===== src/rtl/sqrt_iter_unit.sv =====
// sqrt_iter_unit
//   Sequential square root for the AWGN Box-Muller datapath. It takes
//   e = -2ln(u0) as unsigned Q7.25 and returns f = floor(sqrt(e)) as
//   unsigned Q4.16. The restoring digit-by-digit method produces one
//   result bit per clock, and both sides use valid/ready handshakes.
//
//   Optional build macro: SQRT_SAT_EN
//     When defined, an all-ones operand (the log unit's infinity code)
//     skips the computation. The result is all ones with out_sat=1.
//     When undefined, out_sat is tied to 0 and all-ones computes normally.
//
//   Ports
//     clk        clock; all state changes on the rising edge
//     rst        synchronous, active-high reset
//     in_valid   in_data is valid
//     in_ready   unit is idle and can accept an operand
//     in_data    e, Q7.25 (IN_W bits)
//     out_valid  out_data / out_sat are valid
//     out_ready  consumer accepts the result
//     out_data   floor(sqrt(in_data << (2*OUT_W-IN_W-1))), Q4.16
//     out_sat    result was saturated (SQRT_SAT_EN only)
module sqrt_iter_unit #(
    parameter int unsigned IN_W  = 32,
    parameter int unsigned OUT_W = 20
) (
    input  logic             clk,
    input  logic             rst,
    input  logic             in_valid,
    output logic             in_ready,
    input  logic [IN_W-1:0]  in_data,
    output logic             out_valid,
    input  logic             out_ready,
    output logic [OUT_W-1:0] out_data,
    output logic             out_sat
);

    localparam int unsigned RW    = 2 * OUT_W;   // radicand width
    localparam int unsigned RMW   = OUT_W + 2;   // remainder width
    localparam int unsigned CW    = (OUT_W > 1) ? $clog2(OUT_W) : 1;
    localparam int          SHIFT = int'(RW) - int'(IN_W) - 1;

    generate
        if (RW < IN_W + 1) begin : g_bad_cfg
            $error("sqrt_iter_unit: 2*OUT_W must be >= IN_W+1");
        end
    endgenerate

    typedef enum logic [1:0] {
        ST_IDLE,
        ST_CALC,
        ST_DONE
    } state_t;

    state_t state, state_nx;

    logic [RW-1:0]    rad;
    logic [RMW-1:0]   rem;
    logic [OUT_W-1:0] root;
    logic [CW-1:0]    cnt;

    logic [RW-1:0]    rad_init;
    logic [RMW+1:0]   rem_sh;
    logic [RMW+1:0]   trial;
    logic [RMW-1:0]   rem_nx;
    logic [OUT_W-1:0] root_nx;
    logic             accept;
    logic             last_step;

    // The MSB of R is zero, and the operand occupies the next IN_W bits.
    assign rad_init  = RW'(in_data) << SHIFT;
    assign accept    = in_valid && (state == ST_IDLE);
    assign last_step = (cnt == '0);

`ifdef SQRT_SAT_EN
    logic in_is_inf;
    logic sat_q;
    assign in_is_inf = &in_data;
    assign out_sat   = sat_q;
`else
    assign out_sat   = 1'b0;
`endif

    // FSM: next-state and handshake outputs
    always_comb begin
        state_nx  = state;
        in_ready  = 1'b0;
        out_valid = 1'b0;
        case (state)
            ST_IDLE: begin
                in_ready = 1'b1;
                if (in_valid) begin
`ifdef SQRT_SAT_EN
                    state_nx = in_is_inf ? ST_DONE : ST_CALC;
`else
                    state_nx = ST_CALC;
`endif
                end
            end
            ST_CALC: begin
                if (last_step) begin
                    state_nx = ST_DONE;
                end
            end
            ST_DONE: begin
                out_valid = 1'b1;
                if (out_ready) begin
                    state_nx = ST_IDLE;
                end
            end
            default: state_nx = ST_IDLE;
        endcase
    end

    always_ff @(posedge clk) begin
        if (rst) begin
            state <= ST_IDLE;
        end else begin
            state <= state_nx;
        end
    end

    // One restoring step. The next radicand pair is always the top two bits
    // of rad because rad shifts left by two each step. This replaces
    // indexing R[2*cnt+1:2*cnt]. The shifted remainder is kept two bits
    // wider for the compare. The true remainder always fits in RMW bits,
    // so narrowing it back loses nothing.
    always_comb begin
        rem_sh = {rem, rad[RW-1 -: 2]};
        trial  = {2'b00, root, 2'b01};
        if (rem_sh >= trial) begin
            rem_nx  = RMW'(rem_sh - trial);
            root_nx = {root[OUT_W-2:0], 1'b1};
        end else begin
            rem_nx  = RMW'(rem_sh);
            root_nx = {root[OUT_W-2:0], 1'b0};
        end
    end

    always_ff @(posedge clk) begin
        if (rst) begin
            rad      <= '0;
            rem      <= '0;
            root     <= '0;
            cnt      <= '0;
            out_data <= '0;
`ifdef SQRT_SAT_EN
            sat_q    <= 1'b0;
`endif
        end else begin
            case (state)
                ST_IDLE: begin
                    if (accept) begin
                        rad  <= rad_init;
                        rem  <= '0;
                        root <= '0;
                        cnt  <= CW'(OUT_W - 1);
`ifdef SQRT_SAT_EN
                        sat_q <= in_is_inf;
                        if (in_is_inf) begin
                            out_data <= '1;
                        end
`endif
                    end
                end
                ST_CALC: begin
                    rad  <= rad << 2;
                    rem  <= rem_nx;
                    root <= root_nx;
                    if (last_step) begin
                        out_data <= root_nx;
                    end else begin
                        cnt <= cnt - 1'b1;
                    end
                end
                default: ;
            endcase
        end
    end

endmodule


===== config.mk =====
export PLATFORM = sky130hd
export DESIGN_NAME = sqrt_iter_unit
export DESIGN_NICKNAME = d
export VERILOG_FILES = /design/src/rtl/sqrt_iter_unit.sv
export SDC_FILE = /design/constraint.sdc
export NUM_CORES = 1
export LEC_CHECK = 0
export ABC_AREA = 1
export CELL_PAD_IN_SITES_DETAIL_PLACEMENT = 1
export CELL_PAD_IN_SITES_GLOBAL_PLACEMENT = 1
export CORE_ASPECT_RATIO = 1.5
export CORE_MARGIN = 2
export CORE_UTILIZATION = 41
export CTS_CLUSTER_SIZE = 16
export DETAILED_ROUTE_END_ITERATION = 7
export PLACE_DENSITY_LB_ADDON = 0.15
export SLEW_MARGIN = 0
export SYNTH_ARGS = -nofsm -noshare
export SYNTH_HDL_FRONTEND = slang
export SYNTH_SLANG_ARGS = --single-unit
export TNS_END_PERCENT = 20

===== constraint.sdc =====
create_clock -name clk -period 2.3 [get_ports clk]
set_input_delay 0.46 -clock clk [delete_from_list [all_inputs] [get_ports clk]]
set_output_delay 0.46 -clock clk [all_outputs]
set_load 0.005 [all_outputs]

==> results_dict.tcl <==
set metrics [dict create \
    start_util_pct 41.6 \
    swShare_pct 45.1 \
    multi_input_area_um2 3310 \
    detailedPlacementHpwl_um 13100 \
    postLayoutSetupSlackWorst_ns 0.0899 \
    floorplan_core_area_um2 13900 \
    share_seq_of_total_power_pct 27.2 \
    worst_path_largest_cell_delay_ns 0.39 \
    synth_edf_count 0 \
    fin_util_pct 50.5 \
    boundaryPins 59 \
    clk_transition_reported_paths_ns 0.08 \
    clockRootBuffer "sky130_fd_sc_hd__clkbuf_16" \
    detail_route.drc_violations 0 \
    route.vias.total 5838 \
    cts_tree "yes" \
    hold_violations 0 \
    vdd_ir_drop_max_v 0.000516 \
    die_area_um2 15100 \
    placement.io_buffers 57 \
    first_iter_violations 191 \
    drtPass1Iterations 4 \
    powerDensity_nw_per_um2 1110 \
    synth_seq_cells 102 \
    synth_flop_cell "sky130_fd_sc_hd__dfxtp_1" \
    grt-ovfl-total 0 \
    worst_clock_skew_ns 0.0168 \
    path_delay_family "simple AND/OR/NAND/NOR gates" \
    cp_cell_sequence "inv_1 -> ha_1 -> nand2_1 -> nand2_1 -> nand3_1 -> nand2_2 -> nand2_4 -> nand4_4 -> buf_12 -> nor2_1 -> nor2_1 -> nand2_1 -> a21oi_2" \
    postRouteWirelength_um 18000 \
    register_area_um2 2060 \
    synthesis.nets 954 \
    run_status "completed" \
    slew_headroom_pct 44.1 \
    cts_hold_buf 0 \
    setup.worst_path.class "reg -> reg" \
    internal-power_mw 4.29 \
    synthesis.yosys.warnings 0 \
    n_antenna_cell 0 \
    cp_data_required_time_ns 2.50 \
    critPathCaptureType "flop" \
    replace_congestion 0.886 \
    area_growth_syn_to_layout_pct 21.2 \
    clock_power_share_pct 19.7 \
    ant_nets 0 \
    count_of_buffer_and_inverter_cells_on_the_critical_path 2 \
    setup_tns_ns 0 \
    finalSetupViolCount 0 \
    filler_cell_count 1859 \
    cp_max_fo 10 \
    post_route_cells_drive_above_1_share_pct 11.2 \
    maxSlewViolCount 0 \
    critPathSlowestCell "sky130_fd_sc_hd__dfxtp_2" \
    pwr-share-comb_pct 53.1 \
    power_switching_mw 3.53 \
    async_flop_share_pct 0 \
    fin_area_um2 7030 \
    crit_path_frequent_cell "sky130_fd_sc_hd__nand2_1" \
    syn_area_per_cell_um2 6.48 \
    p_leak_nw 3.00 \
    synth.yosys.seq_area_share_pct 35.2 \
    worst_hold_path_depth 4 \
    timing.fmax_ghz 0.452 \
    worst-path-stages 13 \
    nets 1002 \
    cap_violations 0 \
    netlist_cell_types 36 \
    die_height_um 150 \
    layout.cells.most_common "sky130_fd_sc_hd__nand2_1" \
    clock_sink_count 102 \
    routedWlPerCell_um 16.1 \
    track_usage_pct 24.3 \
    floorplan.die.width_um 101 \
    antenna_found_initial 0 \
    cts_max_path_bufs 2 \
    final.period_utilization_pct 96.1 \
    grt_max_degree 69 \
    max_slew.worst_pin.slew_ns 0.839 \
    worst_skew_pair_later_pin_latency_ns 0.35 \
    placement.setup.worst_slack_ns 0.0115 \
    crit_path_start_kind "flop" \
    cts_buffers 9 \
    post_synth_inst_count 894 \
    post_drt_via_cell_ratio 5.25 \
    cts.htree.levels 3 \
    placement.cell_area_um2 6570 \
    final.min_clock_period_ns 2.21 \
    grt_first_pass_wirelength_um 29500 \
    hold_path.class "in -> reg" \
    cp.arrival_ns 2.41 \
    rr_worst_depth 13 \
    final_cell_mix "sky130_fd_sc_hd__nand2_1, sky130_fd_sc_hd__inv_1, sky130_fd_sc_hd__dfxtp_1" \
    via_count_of_the_first_global_routing_pass 6204 \
    placementRows 53 \
    netlist_area_um2 5800 \
]
-- state kept, by name, indices dropped and copies added (netlist names) --
register	flops
out_data	20
cnt	5
rem	22
root	20
rad	33
state	2
-- worst paths after layout --
| path | slack, ns | startpoint | endpoint |
|---|---|---|---|
| max reg2reg | 0.09 | root[0] | rem[10] |
| max | 0.09 | root[0] | rem[10] |
| min | 0.42 | rst | rad[22] |
| min reg2reg | 0.47 | cnt[2] | cnt[2] |
-- power by group through the flow --
stage | Clock (mW) | Combinational (mW) | Sequential (mW)
4_1_cts | 1.57 | 4.08 | 2.12
6_report | 1.54 | 4.16 | 2.13
5_1_grt | 1.64 | 4.66 | 2.15
2_1_floorplan | 0 | 2.91 | 2.12
3_5_place_dp | 0 | 4.05 | 2.16
3_3_place_gp | 0 | 3.92 | 2.15
-- synth_stat cells (all sizes together) (2+ instances only) --
cell type | number | area, µm²
nand4 | 8 | 65.1
clkbuf | 29 | 109
xor2 | 5 | 43.8
a21oi | 80 | 457
and2 | 3 | 18.8
a31oi | 30 | 188
o21bai | 2 | 15.0
nand3b | 5 | 37.5
nand2 | 338 | 1290
o21ai | 35 | 175
xnor2 | 7 | 61.3
nand3 | 31 | 155
nor2 | 72 | 310
ha | 24 | 300
nor3 | 2 | 10.0
dfxtp | 102 | 2040
inv | 102 | 383
o21a | 2 | 15.0
buf | 11 | 80.1
-- worst register-to-register path, cell delays in order, from the launching register on --
cell and delay (ns):
sky130_fd_sc_hd__dfxtp_2 0.39, sky130_fd_sc_hd__inv_1 0.06, sky130_fd_sc_hd__ha_1 0.38, sky130_fd_sc_hd__nand2_1 0.13
sky130_fd_sc_hd__nand2_1 0.08, sky130_fd_sc_hd__nand3_1 0.12, sky130_fd_sc_hd__nand2_2 0.12, sky130_fd_sc_hd__nand2_4 0.11
sky130_fd_sc_hd__nand4_4 0.15, sky130_fd_sc_hd__buf_12 0.20, sky130_fd_sc_hd__nor2_1 0.12, sky130_fd_sc_hd__nor2_1 0.07
sky130_fd_sc_hd__nand2_1 0.09, sky130_fd_sc_hd__a21oi_2 0.05
-- cells by family after synthesis --
group	Yosys count	synth area share, %
other	1	0.0647
xor gates and xnor gates	12	1.81
buffers and inverters	143	9.93
AOI/OAI and AO/OA	151	14.9
DFF	102	35.2
adders and majority gates	24	5.18
and+or+nand+nor	461	32.9
-- stage by stage --
stage	hold WS, ns	power, mW	instances
2_1_floorplan	0.436	5.03	894
3_3_place_gp	0.446	6.07	1095
3_5_place_dp	0.460	6.21	1095
4_1_cts	0.413	7.77	1111
5_1_grt	0.456	8.46	1112
6_report	0.419	7.83	1112
-- layer usage --
layer / vias up / track usage [%] / routed length [µm] / share of wire [%]
li1: 2918 / - / - / -
met1: 2814 / 28.1 / 7510 / 42
met2: 84 / 44.9 / 9430 / 53
met3: 22 / 3.64 / 616 / 3.4
met4: 0 / 8.24 / 397 / 2.2
met5: - / 0 / 0 / 0
-- timing repair --
action / 4_1_cts / 5_1_grt
resized for setup: 2 / 38
pin swaps: 0 / 2
setup endpoints to repair: 12 / 22
endpoints found under the hold margin: 0 / 0
setup buffers: 0 / 1
-- area by class of cell --
class,instances,area share (%)
Multi-Input combinational cell,649,47.1
Clock inverter,6,0.962
Sequential cell,102,29.3
Clock buffer,10,3.26
Inverter,103,5.50
Tap cell,165,2.94
Timing Repair Buffer,77,10.9
Note: power is estimated with default switching activity, not from simulation.
==> edit 1: new RTL, same settings <==
Change the parameter `IN_W` from 32 to 28.
--- a/src/rtl/sqrt_iter_unit.sv
+++ b/src/rtl/sqrt_iter_unit.sv
@@ -20,7 +20,7 @@
 //     out_data   floor(sqrt(in_data << (2*OUT_W-IN_W-1))), Q4.16
 //     out_sat    result was saturated (SQRT_SAT_EN only)
 module sqrt_iter_unit #(
-    parameter int unsigned IN_W  = 32,
+    parameter int unsigned IN_W  = 28,
     parameter int unsigned OUT_W = 20
 ) (
     input  logic             clk,
Interface: changed (resized in_data); port bits go from 59 to 55. The function was not compared with the original's and may differ.
==> edit 1 against the unedited design <==
- core utilization grew 0.23 points
- sequential cell count shrank 4
- area after synthesis shrank 1.2%
- synthesized cell count grew 1.9%
- worst setup slack gained 0.049 ns
- routed wire length grew 1.5%
- sequential share of layout area shrank 0.70 points
- design area shrank 1.9%
- first-iteration DRC count shrank 5.8%
- clock skew shrank 0.0078 ns
- die area shrank 1.1%
- critical path type unchanged
- cell count grew 1.1%
Power is not shown: default switching activity piles up to over one toggle a cycle in this logic, so the estimate is an artifact.
==> edit 1: results (changes against the unedited design) <==
status finished clean (unchanged); post-detail-place hpwl 13200 microns (was 13100 microns); Tot GR Track Use 0.250 (was 0.243); WHS Endpoint root[19]$_SDFFE_PP0P_ (was rad[22]$_SDFFE_PP0P_); top cells by count, synth nand2_1 (349), inv_1 (117), dfxtp_1 (98) (was nand2_1 (330), dfxtp_1 (102), inv_1 (99)); reg2reg end rem[8]$_SDFFE_PP0P_ (was rem[10]$_SDFFE_PP0P_); GR Util met2 0.462 (was 0.449); hold_ws 0.467 ns (was 0.419 ns); Distinct cells, synth 30 (was 36); met3 Track Usage GR 0.0323 (was 0.0364); CTS Buf Count 9 (unchanged); worst r2r path cells 14 (was 13); CP Data Arrival Time 2.43 ns (was 2.41 ns); number of vias per cell 5.27 (was 5.25); Pre-antenna DRT Iters 4 (unchanged); initial antenna violation count 0 (unchanged); top flop regs rad x29, rem x22 (was rad x33, rem x22); Clk pin slew, worst setup/hold paths 0.07 ns; GPL Wtd Cong 0.872 (was 0.886); Layout Nets 1014 (was 1002); Post-synth EDFFs 0 (unchanged); Root Driver clkbuf_16 (unchanged); DR WL/cell 16.2 microns (was 16.1 microns); vias in the first global route 6227 (was 6204); port bufs 53 (was 57); maximum buffer depth of the clock tree 2 (unchanged); largest net degree at the start of global routing 68 (was 69); Setup Skew 0.00899 ns (was 0.0168 ns); Seq/Total Area, Yosys 0.343 (was 0.352); CP max FO 5 (was 10); asr flop ratio synth 0 (unchanged); Post-Syn Nets 967 (was 954); main area contributors after synthesis dfxtp_1 (34%), nand2_1 (23%), inv_1 (7.7%), a21oi_1 (7.1%), ha_1 (5.2%) (was dfxtp_1 (35%), nand2_1 (21%), inv_1 (6.4%), a21oi_1 (5.6%), ha_1 (5.2%)); # fillers 1838 (was 1859); worst hold path cell count 2 (was 4); relative slew slack 0.454 (was 0.441); Antenna Cells 0 (unchanged); DP Worst Slack -0.257 ns (was 0.0115 ns); layout cells sized above 1 0.0977 (was 0.112); Post-synth top flop dfxtp_1 (unchanged); global-route wire length before repair 29900 microns (was 29500 microns); synth warn 0 (unchanged); H-tree lvl count 3 (unchanged); Worst Hold Class reg -> reg (was in -> reg); largest area contributor in the netlist dfxtp_1 (unchanged); hold_sp root[19]$_SDFFE_PP0P_ (was rst); Reg-to-Reg Start root[13]$_SDFFE_PP0P_ (was root[0]$_SDFFE_PP0P_); Clock Latency Late Sink 0.34 ns; FF-to-FF setup slack 0.14 ns (was 0.09 ns); grt met1 use 0.294 (was 0.281); DR iter-0 viols 180 (was 191)
edit 1: per-stage QoR:
step	utilization	setup TNS [ns]	cell area, sq um	instances
2_1_floorplan	-	0	5730	911
3_3_place_gp	0.470	-0.241	6390	1102
4_1_cts	0.495	-0.00610	6730	1119
3_5_place_dp	0.470	-2.23	6390	1102
5_1_grt	0.507	-0.00448	6890	1124
6_report	0.507	0	6890	1124
edit 1: logic make-up (layout without fill, tap and decap cells):
logic type               Yosys count  in the layout  share of synthesized area
AO/OA/AOI/OAI                    144            144                      0.134
XOR/XNOR                           8              8                     0.0122
adder cells (fa/ha/maj)           24             24                     0.0524
buffers and inverters            165            214                      0.113
flip-flops                        98             98                      0.343
other                              1              1                   0.000655
AND/OR/NAND/NOR                  471            473                      0.345
edit 1: per-layer routing:
layer	vias to the layer above	share of wire
met5	-	0
met1	2823	0.41
met4	0	0.030
met3	30	0.029
li1	2971	-
met2	103	0.53
edit 1: timing repair:
item                                    4_1_cts  5_1_grt
pin swaps                                     2        6
cloned                                        2        0
gates resized for setup                       5       30
endpoints found under the setup margin       23       24
buffers inserted                              0        5
edit 1: how the worst max path moves through the flow:
| stage | startpoint | end | slack [ns] | cells past startpoint |
|---|---|---|---|---|
| finish | root[13]$_SDFFE_PP0P_ | rem[8]$_SDFFE_PP0P_ | 0.14 | 14 |
| global route | root[7]$_SDFFE_PP0P_ | rem[17]$_SDFFE_PP0P_ | -0.004 | 12 |
| CTS | root[13]$_SDFFE_PP0P_ | rem[7]$_SDFFE_PP0P_ | -0.006 | 13 |
| detailed placement | root[18]$_SDFFE_PP0P_ | root[0]$_SDFFE_PP0P_ | -0.26 | 10 |
| global placement | root[18]$_SDFFE_PP0P_ | root[0]$_SDFFE_PP0P_ | -0.18 | 10 |
| floorplan | root[8]$_SDFFE_PP0P_ | rem[16]$_SDFFE_PP0P_ | 0.43 | 13 |
edit 1: area by class of cell:
type | instances | area [sq um] | area share
Inverter | 126 | 473 | 0.0686
Tap cell | 162 | 203 | 0.0294
Multi-Input combinational cell | 650 | 3270 | 0.474
Clock inverter | 3 | 22.5 | 0.00327
Timing Repair Buffer | 73 | 688 | 0.0998
Sequential cell | 98 | 1970 | 0.286
Clock buffer | 12 | 267 | 0.0387
edit 1: worst max-delay path, cell delays in order, from the launching register on:
cell and delay, ns:
dfxtp_2 0.35, inv_1 0.05, ha_1 0.35, nand2_1 0.11
nand2_1 0.08, inv_2 0.07, nand2_1 0.10, inv_2 0.06
nand2_1 0.11, nand2_4 0.13, nand4_4 0.16, buf_12 0.19
nand2_1 0.05, nand3_1 0.10, a21oi_1 0.17
==> edit 2: new RTL, same flow settings <==
Made on the original files. The 3 states of `state_t` get a one-hot encoding in 3 bits.
--- a/src/rtl/sqrt_iter_unit.sv
+++ b/src/rtl/sqrt_iter_unit.sv
@@ -45,10 +45,10 @@
         end
     endgenerate
 
-    typedef enum logic [1:0] {
-        ST_IDLE,
-        ST_CALC,
-        ST_DONE
+    typedef enum logic [2:0] {
+        ST_IDLE = 3'b001,
+        ST_CALC = 3'b010,
+        ST_DONE = 3'b100
     } state_t;
 
     state_t state, state_nx;
Check against the original RTL: same outputs for any inputs over 10 cycles, from zero or initial values and one cycle with rst high; not proved beyond that.
==> edit 2 against the unedited design <==
- count of clock-buffer cells in the layout is 1 lower
- highest routed layer unchanged
- worst setup slack improved by 0.084 ns
- sequential share of layout area fell by 0.36 points
- area after synthesis is 3.2% higher
- critical path type unchanged
- routed wire length rose by 8.1%
- sequential cell count grew 1
- design area up 1.4%
- via count up 2.6%
Power is not compared: it rests on default switching activity, and its combinational part moved more than twofold at a synthesized area within 25%.
==> edit 2: results (changes against the unedited design) <==
vias in the first global route 6391 (was 6204); Reg-to-Reg Start root[13]$_SDFFE_PP0P_ (was root[0]$_SDFFE_PP0P_); # fillers 1919 (was 1859); largest net degree at the start of global routing 74 (was 69); post-detail-place hpwl 14800 microns (was 13100 microns); XOR/XNOR Fraction of Synth Area 0.00879 (was 0.0181); post-synthesis compound-gate area fraction 0.147 (was 0.149); grt met1 use 0.282 (was 0.281); CP max FO 12 (was 10); worst hold path cell count 2 (was 4); WHS Endpoint rem[2]$_SDFFE_PP0P_ (was rad[22]$_SDFFE_PP0P_); Synth Area in Adders 0.0502 (was 0.0518); DR WL/cell 16.8 microns (was 16.1 microns); Post-Syn Nets 970 (was 954); status finished clean (unchanged); Tot GR Track Use 0.256 (was 0.243); GPL Wtd Cong 0.931 (was 0.886); global-route wire length before repair 31300 microns (was 29500 microns); top cells by count, synth nand2_1 (302), inv_1 (129), dfxtp_1 (103) (was nand2_1 (330), dfxtp_1 (102), inv_1 (99)); met3 Track Usage GR 0.0386 (was 0.0364); layout cells sized above 1 0.0886 (was 0.112); worst r2r path cells 14 (was 13); Setup Skew 0.0120 ns (was 0.0168 ns); WL met1 7600 microns (was 7510 microns); cts repair resizes 0 (was 2); Seq/Total Area, Yosys 0.345 (was 0.352); main area contributors after synthesis dfxtp_1 (34%), nand2_1 (19%), inv_1 (8.1%), ha_1 (5.0%), a21oi_1 (4.4%) (was dfxtp_1 (35%), nand2_1 (21%), inv_1 (6.4%), a21oi_1 (5.6%), ha_1 (5.2%)); FF-to-FF setup slack 0.17 ns (was 0.09 ns)
edit 2: cell types whose count changed in the layout (fill, tap and decap cells not counted), sizes merged, moves of 3 or more:
cell,delta
a211oi,+19
nand3,+21
nand2,-27
a21oi,-21
xor2,-3
nand4,+11
nor2,-12
nand3b,-5
inv,+30
nor3,+4
xnor2,-3
edit 2: cell families after synthesis:
family                     after synthesis
AOI/OAI and AO/OA                      150
and+or+nand+nor                        451
buffers and inverters                  175
adders and majority gates               24
DFF                                    103
xor gates and xnor gates                 6
other                                    1
edit 2: critical path: stages (launching register included):
cell and delay [ns]:
dfxtp_1 0.37, inv_1 0.09, ha_1 0.38, nand2_2 0.12
inv_2 0.06, nand2_1 0.05, nand2_1 0.15, inv_1 0.08
nand2_1 0.11, nand2_4 0.06, nand3_4 0.11, buf_6 0.17
o21ai_0 0.10, nand3_1 0.08, a21oi_1 0.06
edit 2: cell type report:
cell class | instances | area [sq um] | share of cell area
Clock buffer | 9 | 225 | 0.0316
Timing Repair Buffer | 75 | 754 | 0.106
Inverter | 133 | 499 | 0.0701
Clock inverter | 7 | 86.3 | 0.0121
Tap cell | 196 | 245 | 0.0344
Multi-Input combinational cell | 632 | 3250 | 0.456
Sequential cell | 103 | 2060 | 0.290
edit 2: through the flow:
step | worst slack (ns) | cell area, sq um | total power, mW | util | std cells
final | 0.174 | 7120 | 5.53 | 0.495 | 1155
after global routing | 0.0101 | 7120 | 5.88 | 0.495 | 1155
after CTS | 0.0648 | 7080 | 5.56 | 0.492 | 1155
after detailed placement | 0.0807 | 6770 | 3.95 | 0.470 | 1139
after global placement | 0.178 | 6770 | 3.88 | 0.470 | 1139
after floorplan | 0.503 | 5980 | 3.37 | - | 910
